--- src/rtl/multi_charge_controller.sv ---
// multi_charge_controller: shared keypad front-end for NUM_CH charging ports,
// each with its own countdown timer, plus a common inactivity timeout.
module multi_charge_controller #(
  parameter int NUM_CH     = 4,
  parameter int MAX_MONEY  = 20,
  parameter int MAX_DIGITS = 2,
  parameter int RATE       = 2,
  parameter int NUM_DIV    = 1000,
  parameter int IDLE_SEC   = 10,
  parameter int MW         = 5,
  parameter int TW         = 6
) (
  input  logic                 clk,
  input  logic                 rst_n,
  input  logic [3:0]           key_value,
  input  logic                 press,
  input  logic                 clear,
  input  logic                 start,
  input  logic                 confirm,
  output logic                 no_display,
  output logic [1:0]           current_state,
  output logic [3:0]           sel_ch,
  output logic [MW-1:0]        disp_money,
  output logic [TW-1:0]        disp_time,
  output logic [NUM_CH-1:0]    busy,
  output logic [NUM_CH*TW-1:0] remaining_time,
  output logic                 err
);
  typedef enum logic [1:0] {
    S_IDLE = 2'd0,
    S_SEL  = 2'd1,
    S_ENT  = 2'd2
  } state_t;

  localparam int DW = (NUM_DIV > 1) ? $clog2(NUM_DIV) : 1;
  localparam int IW = $clog2(IDLE_SEC + 1);
  localparam int GW = $clog2(MAX_DIGITS + 1);

  state_t                    state_q, state_d;
  logic [3:0]                sel_q, sel_d;
  logic [MW-1:0]             money_q, money_d;
  logic [GW-1:0]             dig_q, dig_d;
  logic [IW-1:0]             inact_q, inact_d;
  logic [DW-1:0]             div_q;
  logic                      err_q, err_d;
  logic                      prs_q, clr_q, sta_q, cfm_q;
  logic [NUM_CH-1:0][TW-1:0] rem_q, rem_d;
  logic [NUM_CH-1:0]         busy_q, busy_d;

  logic        tick, load, key_busy;
  logic        e_prs, e_clr, e_sta, e_cfm;
  logic        ev_clr, ev_cfm, ev_prs, ev_sta, any_ev;
  logic [31:0] acc;
  logic [TW-1:0] load_val, sel_time;

  assign tick   = (div_q == DW'(NUM_DIV - 1));
  assign e_prs  = press & ~prs_q;
  assign e_clr  = clear & ~clr_q;
  assign e_sta  = start & ~sta_q;
  assign e_cfm  = confirm & ~cfm_q;
  assign ev_clr = e_clr;
  assign ev_cfm = e_cfm & ~e_clr;
  assign ev_prs = e_prs & ~e_clr & ~e_cfm;
  assign ev_sta = e_sta & ~e_clr & ~e_cfm & ~e_prs;
  assign any_ev = e_clr | e_cfm | e_prs | e_sta;

  assign acc      = 32'(money_q) * 10 + 32'(key_value);
  assign load_val = TW'(32'(money_q) * RATE);

  always_comb begin
    // keys outside the port range read as unavailable
    key_busy = 1'b1;
    sel_time = '0;
    for (int i = 0; i < NUM_CH; i++) begin
      if (key_value == 4'(i)) key_busy = busy_q[i];
      if (sel_q == 4'(i)) sel_time = rem_q[i];
    end
  end

  always_comb begin
    state_d = state_q;
    sel_d   = sel_q;
    money_d = money_q;
    dig_d   = dig_q;
    inact_d = inact_q;
    err_d   = 1'b0;
    load    = 1'b0;
    if (state_q != S_IDLE) begin
      if (any_ev) begin
        inact_d = '0;
      end else if (tick) begin
        if (inact_q == IW'(IDLE_SEC - 1)) begin
          state_d = S_IDLE;
          money_d = '0;
          dig_d   = '0;
          inact_d = '0;
        end else begin
          inact_d = inact_q + 1'b1;
        end
      end
    end
    unique case (state_q)
      S_IDLE: begin
        inact_d = '0;
        if (ev_sta) state_d = S_SEL;
      end
      S_SEL: begin
        if (ev_prs) begin
          if (key_busy) begin
            err_d = 1'b1;
          end else begin
            sel_d   = key_value;
            money_d = '0;
            dig_d   = '0;
            state_d = S_ENT;
          end
        end
      end
      S_ENT: begin
        unique case (1'b1)
          ev_clr: begin
            money_d = '0;
            dig_d   = '0;
          end
          ev_cfm: begin
            if (money_q == '0) begin
              err_d = 1'b1;
            end else begin
              load    = 1'b1;
              money_d = '0;
              dig_d   = '0;
              state_d = S_SEL;
            end
          end
          ev_prs: begin
            if (key_value <= 4'd9 && dig_q < GW'(MAX_DIGITS)) begin
              money_d = (acc > MAX_MONEY) ? MW'(MAX_MONEY) : MW'(acc);
              dig_d   = dig_q + 1'b1;
            end else begin
              err_d = 1'b1;
            end
          end
          ev_sta: begin
            money_d = '0;
            dig_d   = '0;
            state_d = S_SEL;
          end
          default: ;
        endcase
      end
      default: state_d = S_IDLE;
    endcase
  end

  // a load on the same cycle as a tick takes precedence over the decrement
  always_comb begin
    rem_d  = rem_q;
    busy_d = busy_q;
    for (int i = 0; i < NUM_CH; i++) begin
      if (load && sel_q == 4'(i)) begin
        rem_d[i]  = load_val;
        busy_d[i] = 1'b1;
      end else if (tick && busy_q[i]) begin
        rem_d[i] = rem_q[i] - 1'b1;
        if (rem_q[i] == TW'(1)) busy_d[i] = 1'b0;
      end
    end
  end

  always_ff @(posedge clk) begin
    if (rst_n) begin
      state_q <= S_IDLE;
      sel_q   <= '0;
      money_q <= '0;
      dig_q   <= '0;
      inact_q <= '0;
      div_q   <= '0;
      err_q   <= 1'b0;
      prs_q   <= 1'b0;
      clr_q   <= 1'b0;
      sta_q   <= 1'b0;
      cfm_q   <= 1'b0;
      rem_q   <= '0;
      busy_q  <= '0;
    end else begin
      state_q <= state_d;
      sel_q   <= sel_d;
      money_q <= money_d;
      dig_q   <= dig_d;
      inact_q <= inact_d;
      div_q   <= tick ? '0 : div_q + 1'b1;
      err_q   <= err_d;
      prs_q   <= press;
      clr_q   <= clear;
      sta_q   <= start;
      cfm_q   <= confirm;
      rem_q   <= rem_d;
      busy_q  <= busy_d;
    end
  end

  assign no_display     = (state_q == S_IDLE);
  assign current_state  = state_q;
  assign sel_ch         = sel_q;
  assign disp_money     = money_q;
  assign disp_time      = sel_time;
  assign busy           = busy_q;
  assign remaining_time = rem_q;
  assign err            = err_q;
endmodule

--- config.mk ---
export PLATFORM = sky130hd
export DESIGN_NAME = multi_charge_controller
export DESIGN_NICKNAME = d
export VERILOG_FILES = /design/src/rtl/multi_charge_controller.sv
export SDC_FILE = /design/constraint.sdc
export NUM_CORES = 1
export LEC_CHECK = 0
export BUFFER_PORTS_ARGS = -buffer_cell sky130_fd_sc_hd__buf_4
export CORE_MARGIN = 5
export CORE_UTILIZATION = 62
export CTS_CLUSTER_SIZE = 12
export DETAILED_ROUTE_END_ITERATION = 10
export PLACE_DENSITY_LB_ADDON = 0.25
export SYNTH_ARGS = -nofsm -noshare
export SYNTH_HDL_FRONTEND = slang
export SYNTH_SLANG_ARGS = --single-unit
--- constraint.sdc ---
create_clock -name clk -period 4.3 [get_ports clk]
set_input_delay 0.86 -clock clk [delete_from_list [all_inputs] [get_ports clk]]
set_output_delay 0.86 -clock clk [all_outputs]
set_load 0.01 [all_outputs]
==> metrics.md, run 1 <==
| Metric | Value |
|---|---|
| Status | `finished, final reports clean` |
| Vias | `3419` |
| Final Setup Violations | `0` |
| Post-synth top area share | `32.4%` |
| Core area | `0.00589 sq mm` |
| R2R Setup Slk | `810 ps` |
| Clock Tree Buf Depth | `2` |
| Worst-path clk slew | `70 ps` |
| Worst Path Required | `4560 ps` |
| Critical path class | `reg2reg` |
| Die area | `0.00763 sq mm` |
| Pin count of the biggest net entering global routing | `53` |
| M1 GR Usage | `33.3%` |
| Final Hold Viols | `0` |
| Yosys reg bits | `60` |
| Gr usage total | `26.9%` |
| Synthesized area | `0.00371 sq mm` |
| Initial antenna violation count | `0` |
| Starting Density | `63.0%` |
| Worst ir drop on vdd | `0.000237 V` |
| Commonest cells post-synth | `60 x dfxtp_1, 38 x nor2_1, 24 x ha_1` |
| Largest cells by area after synthesis | `dfxtp_1 32%, ha_1 8.1%, mux4_2 4.3%` |
| Worst reg2reg path depth | `8` |
| Leakage | `1.72 nW` |
| Overall die height | `87.3 microns` |
| CP Launch Type | `register` |
| First drt pass iteration count | `4` |
| Gpl congestion | `0.858` |
| M2 GR Usage | `44.6%` |
| Post-synth top flop | `dfxtp_1` |
| # DRC | `0` |
| CTS Hold Bufs | `0` |
| Row cnt | `28` |
| CTS Sinks | `60` |
| Die width | `87.3 microns` |
| Most common cell in the netlist | `dfxtp_1` |
| Vias in the first global route | `3282` |
| First-pass GRT wire length | `16200 microns` |
| Worst slack, placed | `843 ps` |
| Post-CTS Setup Bufs | `0` |
| Syn_area_per_cell | `8.94 sq um` |
| Post-synth ARST share | `0%` |
| RSZ-0062 raised after global routing | `false` |
| CTS tree | `done` |
| Worst Tran Pin Value | `1140 ps` |
| Post-route antenna net violation count | `0` |
| Total wire length | `9820 microns` |
| TNS Setup | `0 ps` |
| Power density over the cells | `267 mW/mm^2` |
| Fraction of layout cells with a size suffix above 1 | `19.4%` |
| Fmax achieved | `0.287 GHz` |
| Ant diodes | `0` |
| Hold_sp | `div_q[0]` |
| Clock skew | `8.07 ps` |
| Final worst setup slack | `812 ps` |
| Port bufs | `56` |
| Max-slew violation count | `0` |
| Post-layout net count | `500` |
| Critical Path Fanout Max | `12` |
| Post-synth net total | `451` |
| Worst-Skew Late Latency | `350 ps` |
| Avg Vias per Cell | `6.28` |
| Gates resized, CTS repair | `0` |
| Grt met3 use | `5.87%` |
| Crit path time final | `3490 ps` |
| HP Class | `reg2reg` |
| Warnings from Yosys | `0` |
| GR Overflow Total | `0` |
| Mapped Cells | `415` |
| Post-synth EDFFs | `0` |
| Starting DRT DRC Count | `214` |
| Tcrit/Tclk final | `81.1%` |
| Crit. End Element | `register` |
| Critical Path AT | `3750 ps` |
| H-tree level count | `3` |
| Max-cap violations | `0` |
| Root buffer cell | `clkbuf_8` |
| Synthesis-to-layout area growth | `17.6%` |
| Most Crowded Layer GR | `met2` |
| Yosys top cell by area | `dfxtp_1` |
| Drt wl/cell | `18.0 microns` |
| Seq/Total Area, Yosys | `32.4%` |
| Hold endpoint | `div_q[0]` |
| Slew headroom | `22.2%` |
| Reg2reg end | `disp_money[1]` |
| Total CTS buffers | `9` |
| Reg2reg start | `disp_money[3]` |
| # IOs | `57` |
| Hold path depth | `1` |
| Synth unique cells | `60` |
| DP HPWL | `7080 microns` |
-- sequential cells by signal (all words and copies together), names as in the netlist --
| name | flops |
|---|---|
| busy | 4 |
| dig_q | 2 |
| clr_q | 1 |
| prs_q | 1 |
| remaining_time | 24 |
| current_state | 2 |
| sel_ch | 4 |
| disp_money | 5 |
| inact_q | 4 |
| div_q | 10 |
| cfm_q | 1 |
| err | 1 |
| sta_q | 1 |
-- worst max path at each step --
| stage | startpoint | endpoint | slack, ps | cells after the start |
|---|---|---|---|---|
| after global placement | key_value[1] | disp_money[0] | 910 | 8 |
| after CTS | disp_money[3] | disp_money[1] | 950 | 8 |
| after global routing | disp_money[3] | disp_money[0] | 610 | 8 |
| final | disp_money[3] | disp_money[1] | 810 | 8 |
| after detailed placement | key_value[1] | disp_money[0] | 840 | 8 |
| after floorplan | key_value[1] | disp_money[0] | 1270 | 7 |
-- through the flow --
stage | hold slack [ps] | instance area (sq um) | utilization (%) | power (mW) | instances
floorplan | 458 | 3710 | - | 0.635 | 415
global placement | 471 | 4160 | 70.7 | 0.658 | 528
detailed placement | 488 | 4160 | 70.7 | 0.660 | 528
CTS | 499 | 4360 | 74.1 | 1.17 | 544
global route | 532 | 4360 | 74.1 | 1.21 | 544
finish | 493 | 4360 | 74.1 | 1.17 | 544
-- layer usage --
metal | routed length [microns] | up-vias
li1 | - | 1630
met1 | 3970 | 1602
met2 | 4870 | 164
met3 | 771 | 23
met4 | 206 | 0
met5 | 0 | -
-- where the power goes --
group | total (mW) | switching (mW) | leakage, nW | internal, mW
logic | 0.0820 | 0.0510 | 1.14 | 0.0310
clock network | 0.517 | 0.248 | 0.0877 | 0.269
registers | 0.567 | 0.00631 | 0.485 | 0.561
-- cell usage in the layout (no fill, tap or decap), types with 7 or more instances in the layout --
cell / count
and2_1: 7
and3_1: 9
xnor2_1: 16
nand2_1: 18
buf_4: 58
xor2_1: 16
dfxtp_1: 60
nand2b_1: 10
nor2_1: 38
clkbuf_8: 9
nor3_1: 20
ha_1: 24
o211ai_1: 9
mux4_2: 7
inv_1: 18
a21oi_1: 14
nand3_1: 12
o21ai_0: 7
a211oi_1: 18
nand4_1: 9
nor2b_1: 8
-- critical path, stage by stage, from the launching register on --
cell and delay, ps:
dfxtp_1 660, ha_1 340, ha_1 230, fa_1 380, nor4_1 300, a31oi_1 100, a2111oi_0 890, o211ai_1 210
a221oi_2 280
-- kinds of logic after synthesis --
| group | synth area share, % |
|---|---|
| AO/OA/AOI/OAI | 16.4 |
| adder cells (fa/ha/maj) | 9.18 |
| flip-flops | 32.4 |
| multiplexers | 5.87 |
| buffers and inverters | 4.12 |
| AND/OR/NAND/NOR | 24.5 |
| XOR/XNOR | 7.56 |
-- layout make-up --
type	instances	area (sq um)
multi-input cells	317	2360
fillers	466	1530
flip-flops and latches	60	1200
repair buffers	58	435
clock buffers	9	124
well taps	75	93.8
clock inverters	7	77.6
inverters	18	67.6
(Power assumes the default switching activity.)
==> run 2, diff against run 1 <==
--- a/config.mk
+++ b/config.mk
@@ -5,9 +5,10 @@
 export SDC_FILE = /design/constraint.sdc
 export NUM_CORES = 1
 export LEC_CHECK = 0
+export ABC_AREA = 1
 export BUFFER_PORTS_ARGS = -buffer_cell sky130_fd_sc_hd__buf_4
 export CORE_MARGIN = 5
-export CORE_UTILIZATION = 62
+export CORE_UTILIZATION = 52
 export CTS_CLUSTER_SIZE = 12
 export DETAILED_ROUTE_END_ITERATION = 10
 export PLACE_DENSITY_LB_ADDON = 0.25
==> constraint.sdc (replaced) <==
create_clock -name clk -period 3.1 [get_ports clk]
set_input_delay 0.62 -clock clk [delete_from_list [all_inputs] [get_ports clk]]
set_output_delay 0.62 -clock clk [all_outputs]
set_load 0.01 [all_outputs]
==> run 2 against run 1 <==
  * Worst setup slack worse by 230 ps
  * Global-route usage down 4.1 points
  * Largest cell class unchanged
  * Synthesized area up 2.2%
  * Power up 45%
  * Largest power group is now the clock network
  * Via count up 12%
  * Final cell count up 31%
  * Sequential share of layout area down 1.2 points
  * Critical path depth down 2
  * Non-clock buffer count up 2
  * Combinational power up 35%
  * Die area up 19%
==> metrics.md, run 2 <==
| Metric | Value |
|---|---|
| Status | `finished, final reports clean` |
| Gpl congestion | `0.929` |
| Final Hold Viols | `0` |
| Slew headroom | `63.7%` |
| CTS Hold Bufs | `0` |
| Buf+Inv Stages, Crit Path | `1` |
| CTS Sinks | `60` |
| Worst ir drop on vdd | `0.000192 V` |
| HP Class | `reg2reg` |
| Max incr delay on CP | `340 ps` |
| Gr usage total | `22.8%` |
| Area of the multi-input gates | `0.00224 sq mm` |
| Crit. End Element | `output port` |
| Mapped Cells | `541` |
| Seq/Total Area, Yosys | `31.7%` |
| Initial antenna violation count | `0` |
| Post-route antenna net violation count | `0` |
| Post-synth net total | `577` |
| Commonest cells post-synth | `102 x nand2_1, 77 x inv_1, 60 x dfxtp_1` |
| Total wire length | `10000 microns` |
| Critical Path Fanout Max | `7` |
| Synthesis-to-layout area growth | `20.4%` |
| Avg Vias per Cell | `5.41` |
| Most common cell in the netlist | `nand2_1` |
| Final Setup Violations | `0` |
| H-tree level count | `3` |
| Largest cells by area after synthesis | `dfxtp_1 32%, nand2_1 10%, ha_1 7.9%` |
| Clock skew | `4.84 ps` |
| Root buffer cell | `clkbuf_8` |
| CP Launch Type | `register` |
| RSZ-0062 raised after global routing | `false` |
| Vias in the first global route | `3544` |
| Vias | `3840` |
| Post-synth top flop | `dfxtp_1` |
| Overall die height | `95.4 microns` |
| Max-slew violation count | `0` |
| Starting DRT DRC Count | `197` |
| R2R Setup Slk | `690 ps` |
| Worst-Skew Late Latency | `340 ps` |
| Hold Slack | `453 ps` |
| # DRC | `0` |
| DP HPWL | `7420 microns` |
| First drt pass iteration count | `5` |
| First-pass GRT wire length | `16400 microns` |
| Yosys top cell by area | `dfxtp_1` |
| Row cnt | `31` |
| Starting Density | `52.8%` |
| Worst Tran Pin Value | `543 ps` |
| Post-synth top area share | `31.7%` |
| Fmax achieved | `0.397 GHz` |
| Worst Path Required | `2480 ps` |
| Post-CTS Setup Bufs | `0` |
| Power density over the cells | `370 mW/mm^2` |
| CTS tree | `done` |
| Critical-path cell list | `nor2_1 > nand3_1 > o22ai_1 > a21oi_1 > o21ai_0 > buf_4` |
| Critical Path AT | `1900 ps` |
| Warnings from Yosys | `0` |
| Max-cap violations | `0` |
| Synth unique cells | `42` |
| Synthesized area | `0.00379 sq mm` |
| Total Power | `1.69 mW` |
| Worst-path clk slew | `70 ps` |
| Critical path class | `reg2out` |
| Yosys reg bits | `60` |
| Fraction of layout cells with a size suffix above 1 | `17.5%` |
| Worst reg2reg path depth | `15` |
| FF/Latch Area | `0.00120 sq mm` |
| # IOs | `57` |
| Commonest non-fill, non-tap cells in the layout | `102 x nand2_1, 77 x inv_1, 60 x dfxtp_1, 60 x buf_4, 58 x nor2_1` |
| Tcrit/Tclk final | `81.2%` |
| Dpl cells | `694` |
| Post-layout net count | `642` |
| Fin cells | `710` |
| Post-synth EDFFs | `0` |
| TNS Setup | `0 ps` |
| Hold endpoint | `div_q[0]` |
| Drt wl/cell | `14.1 microns` |
| Ant diodes | `0` |
| Hold_sp | `div_q[0]` |
| Die width | `95.4 microns` |
| GR Overflow Total | `0` |
| Pin count of the biggest net entering global routing | `36` |
| # fillers | `645` |
| Reg2reg start | `disp_money[1]` |
| CP max stage cell | `nand3_1` |
| Core area | `0.00718 sq mm` |
| Port bufs | `56` |
| Crit path time final | `2520 ps` |
| Syn_area_per_cell | `7.00 sq um` |
| Leakage | `2.16 nW` |
| Crit-path leading delay family | `simple AND/OR/NAND/NOR gates` |
| Die area | `0.00909 sq mm` |
| Max reg flops | `24` |
| Commonest non-fill, non-tap cell in the layout | `nand2_1` |
| Total CTS buffers | `9` |
| Clock Tree Buf Depth | `2` |
| Gates resized, CTS repair | `0` |
| Reg2reg end | `disp_money[4]` |
| Hold path depth | `1` |
| Post-synth ARST share | `0%` |
-- run 2: cell count changes in the layout (fill, tap and decap cells not counted), moves of 10 or more --
cell | previous run | this run
nand2_1 | 18 | 102
inv_1 | 18 | 77
a21oi_1 | 14 | 46
o21ai_0 | 7 | 38
nor2_1 | 38 | 58
xnor2_1 | 16 | 4
nor3_1 | 20 | 9
a211oi_1 | 18 | 8
nand2b_1 | 10 | 0
-- run 2: layout make-up --
cell class / instances / area share, %
Tap cell: 99 / 2.72
Multi-Input combinational cell: 390 / 49.1
Timing Repair Buffer: 60 / 9.87
Inverter: 85 / 7.10
Clock inverter: 7 / 2.17
Clock buffer: 9 / 2.72
Sequential cell: 60 / 26.3
-- run 2: logic make-up (layout without fill, tap and decap cells) --
family | Yosys count | after routing | share of synthesized area, %
AOI/OAI and AO/OA | 123 | 123 | 18.2
xor gates and xnor gates | 18 | 18 | 4.16
adders and majority gates | 26 | 26 | 8.98
buffers and inverters | 91 | 161 | 9.18
DFF | 60 | 60 | 31.7
and+or+nand+nor | 223 | 223 | 27.7
-- run 2: stage by stage --
step / util [%] / area (sq um) / worst slack (ps)
floorplan: - / 3790 / 727
global placement: 60.5 / 4340 / 698
detailed placement: 60.5 / 4340 / 607
CTS: 63.6 / 4560 / 574
global route: 63.6 / 4560 / 443
finish: 63.6 / 4560 / 582
-- run 2: how the worst max path moves through the flow --
stage	from	endpoint	slack, ps	cells after the start
6_report	sel_ch[2]	disp_time[4]	580	6
4_1_cts	sel_ch[2]	disp_time[4]	570	6
3_5_place_dp	key_value[1]	disp_money[4]	610	15
5_1_grt	sel_ch[2]	disp_time[1]	440	6
2_1_floorplan	disp_money[1]	disp_money[4]	730	15
3_3_place_gp	key_value[1]	disp_money[4]	700	15
-- run 2: report_power, final --
group | internal, mW | switching (mW)
registers | 0.778 | 0.00496
logic | 0.0383 | 0.0731
clock network | 0.458 | 0.336
-- run 2: metal layers --
metal	GRT usage [%]	vias to the layer above	part of all wire (%)
li1	-	1908	-
met1	29.7	1785	45
met2	36.8	128	46
met3	4.97	19	7.5
met4	8.29	0	2.1
met5	0	-	0
==> run 3, diff against run 2 <==
--- a/config.mk
+++ b/config.mk
@@ -5,10 +5,10 @@
 export SDC_FILE = /design/constraint.sdc
 export NUM_CORES = 1
 export LEC_CHECK = 0
-export ABC_AREA = 1
+export ABC_AREA = 0
 export BUFFER_PORTS_ARGS = -buffer_cell sky130_fd_sc_hd__buf_4
 export CORE_MARGIN = 5
-export CORE_UTILIZATION = 52
+export CORE_UTILIZATION = 57
 export CTS_CLUSTER_SIZE = 12
 export DETAILED_ROUTE_END_ITERATION = 10
 export PLACE_DENSITY_LB_ADDON = 0.25
==> constraint.sdc (replaced) <==
create_clock -name clk -period 2.5 [get_ports clk]
set_input_delay 0.5 -clock clk [delete_from_list [all_inputs] [get_ports clk]]
set_output_delay 0.5 -clock clk [all_outputs]
set_load 0.01 [all_outputs]
==> run 3 against run 2 <==
  * The flow now finishes with violations (setup timing)
  * Non-clock buffer count increased by 22
  * Via count decreased by 6.6%
  * Critical endpoint is now disp_money[2]
  * Clock skew increased by 2.9 ps
  * Sequential power increased by 24%
==> metrics.md, run 3 (synthesis gave the netlist of run 1 again) <==
| Metric | Value |
|---|---|
| Clock power share | `38.3%` |
| Gr usage total | `25.2%` |
| Max-slew violation count | `0` |
| Overall die height | `90.7 microns` |
| Critical path's most frequent cell | `ha_4` |
| Post-layout net count | `524` |
| Worst reg2reg path depth | `8` |
| Avg Vias per Cell | `6.30` |
| Reg2reg end | `disp_money[2]` |
| R2R Setup Slk | `-100 ps` |
| Commonest non-fill, non-tap cell in the layout | `buf_4` |
| # IOs | `57` |
| Switching share of power | `25.8%` |
| Reg2reg start | `disp_money[3]` |
| Critical Path Fanout Max | `5` |
| M1 GR Usage | `32.0%` |
| Critical Path AT | `2830 ps` |
| Gpl congestion | `0.943` |
| Final Hold Viols | `0` |
| # fillers | `473` |
| Slew headroom | `57.5%` |
| Fmax achieved | `0.384 GHz` |
| Critical-path cell list | `ha_4 > ha_4 > fa_1 > nand4_1 > or3b_4 > a311oi_4 > o21ai_0 > a21o_1` |
| Synthesis-to-layout area growth | `24.7%` |
| Max reg flops | `24` |
| Max incr delay on CP | `540 ps` |
| Commonest non-fill, non-tap cells in the layout | `82 x buf_4, 56 x dfxtp_1, 37 x nor2_1` |
| Post-route antenna net violation count | `0` |
| Worst Path Required | `2720 ps` |
| Initial antenna violation count | `0` |
| Vias | `3585` |
| Net Switching | `482 uW` |
| Most Crowded Layer GR | `met2` |
| Row cnt | `29` |
| Clock skew | `7.77 ps` |
| Clock Tree Buf Depth | `2` |
| Worst slack, placed | `-167 ps` |
| Total CTS buffers | `9` |
| Failing checks | `setup timing` |
| GR Overflow Total | `0` |
| Worst setup path endpoint | `disp_money[2]` |
| Critical path class | `reg2reg` |
| Die width | `90.7 microns` |
| Total Power | `1.87 mW` |
| Starting DRT DRC Count | `384` |
| Max-cap violations | `0` |
| CP max stage cell | `fa_1` |
| Root buffer cell | `clkbuf_8` |
| Logic gate share of total power | `9.8%` |
| M2 GR Usage | `39.2%` |
| Worst-path clk slew | `70 ps` |
| Leakage | `1.85 nW` |
| TNS Setup | `-327 ps` |
| Ant diodes | `0` |
| Status | `finished with violations` |
| Worst setup startpoint | `disp_money[3]` |
| Port bufs | `56` |
| H-tree level count | `3` |
| Crit path time final | `2600 ps` |
| Tcrit/Tclk final | `104%` |
| CTS Sinks | `60` |
| Worst-Skew Late Latency | `340 ps` |
| Final worst setup slack | `-103 ps` |
| Vias in the first global route | `3438` |
| Sequential share of power | `51.9%` |
| CTS Hold Bufs | `0` |
| CP Launch Type | `register` |
| RSZ-0062 raised after global routing | `true` |
| Dpl cells | `552` |
| Starting Density | `58.4%` |
| Internal | `1.39 mW` |
| # DRC | `0` |
| Worst Tran Pin Value | `632 ps` |
| CTS tree | `done` |
| Power density over the cells | `405 mW/mm^2` |
| Grt met3 use | `7.75%` |
| Worst ir drop on vdd | `0.000311 V` |
| Total wire length | `10400 microns` |
| First drt pass iteration count | `5` |
| First-pass GRT wire length | `17000 microns` |
| DP HPWL | `7380 microns` |
| Fraction of layout cells with a size suffix above 1 | `25.8%` |
| Fin cells | `569` |
| Pin count of the biggest net entering global routing | `53` |
| Crit. End Element | `register` |
| HP Class | `in2reg` |
| Final Setup Violations | `4` |
| Core area | `0.00635 sq mm` |
| Drt wl/cell | `18.3 microns` |
| Die area | `0.00822 sq mm` |
==> run 3: cell types whose count changed in the layout (fill, tap and decap cells not counted), sizes merged, moves of 22 or more <==
cell,change
a21oi,-32
buf,+22
inv,-69
nand2,-91
nor2,-28
o21ai,-41
==> run 3: what timing repair did <==
action	CTS	global route
resized for setup	5	8
gates cloned	0	0
setup endpoints to repair	5	11
pin swaps	1	4
buffers inserted	1	1
==> run 3: layout make-up <==
type                            count  area [sq um]  share of cell area [%]
Sequential cell                    60          1210                    26.1
Clock buffer                       12           135                    2.92
Multi-Input combinational cell    317          2490                    53.8
Inverter                           18          67.6                    1.46
Clock inverter                      3          15.0                   0.325
Timing Repair Buffer               82           616                    13.3
Tap cell                           77          96.3                    2.08
==> run 3: per-stage QoR <==
| step | instance area, sq um | utilization, % | hold WS [ps] |
|---|---|---|---|
| finish | 4620 | 72.8 | 382 |
| global route | 4620 | 72.8 | 395 |
| CTS | 4560 | 71.8 | 374 |
| detailed placement | 4370 | 68.9 | 487 |
| global placement | 4370 | 68.9 | 477 |
| floorplan | 3750 | - | 458 |
==> run 3: power groups by stage <==
stage / Sequential (mW) / Combinational, mW / Clock [mW]
2_1_floorplan: 0.993 / 0.100 / 0
3_3_place_gp: 0.993 / 0.157 / 0
3_5_place_dp: 0.994 / 0.161 / 0
4_1_cts: 0.973 / 0.168 / 0.727
5_1_grt: 0.974 / 0.196 / 0.772
6_report: 0.973 / 0.183 / 0.717
==> run 3: metal layers <==
layer / part of all wire [%] / wire (microns)
met1: 42 / 4390
met2: 46 / 4840
met3: 8.6 / 893
met4: 2.9 / 303
met5: 0 / 0
==> run 3: critical path: cells and delay by family (launching register included) <==
family,cells,cell delay [ps]
AOI/OAI and AO/OA,3,700
adders and majority gates,3,940
DFF,1,340
and+or+nand+nor,2,510
==> run 3: how the worst min path moves through the flow <==
stage / slack (ps) / cells past startpoint / to / startpoint
after floorplan: 460 / 1 / div_q[0] / div_q[0]
after global placement: 480 / 1 / div_q[0] / div_q[0]
after detailed placement: 490 / 1 / div_q[0] / div_q[0]
after CTS: 370 / 2 / sta_q / start
after global routing: 390 / 2 / sta_q / start
final: 380 / 2 / sta_q / start
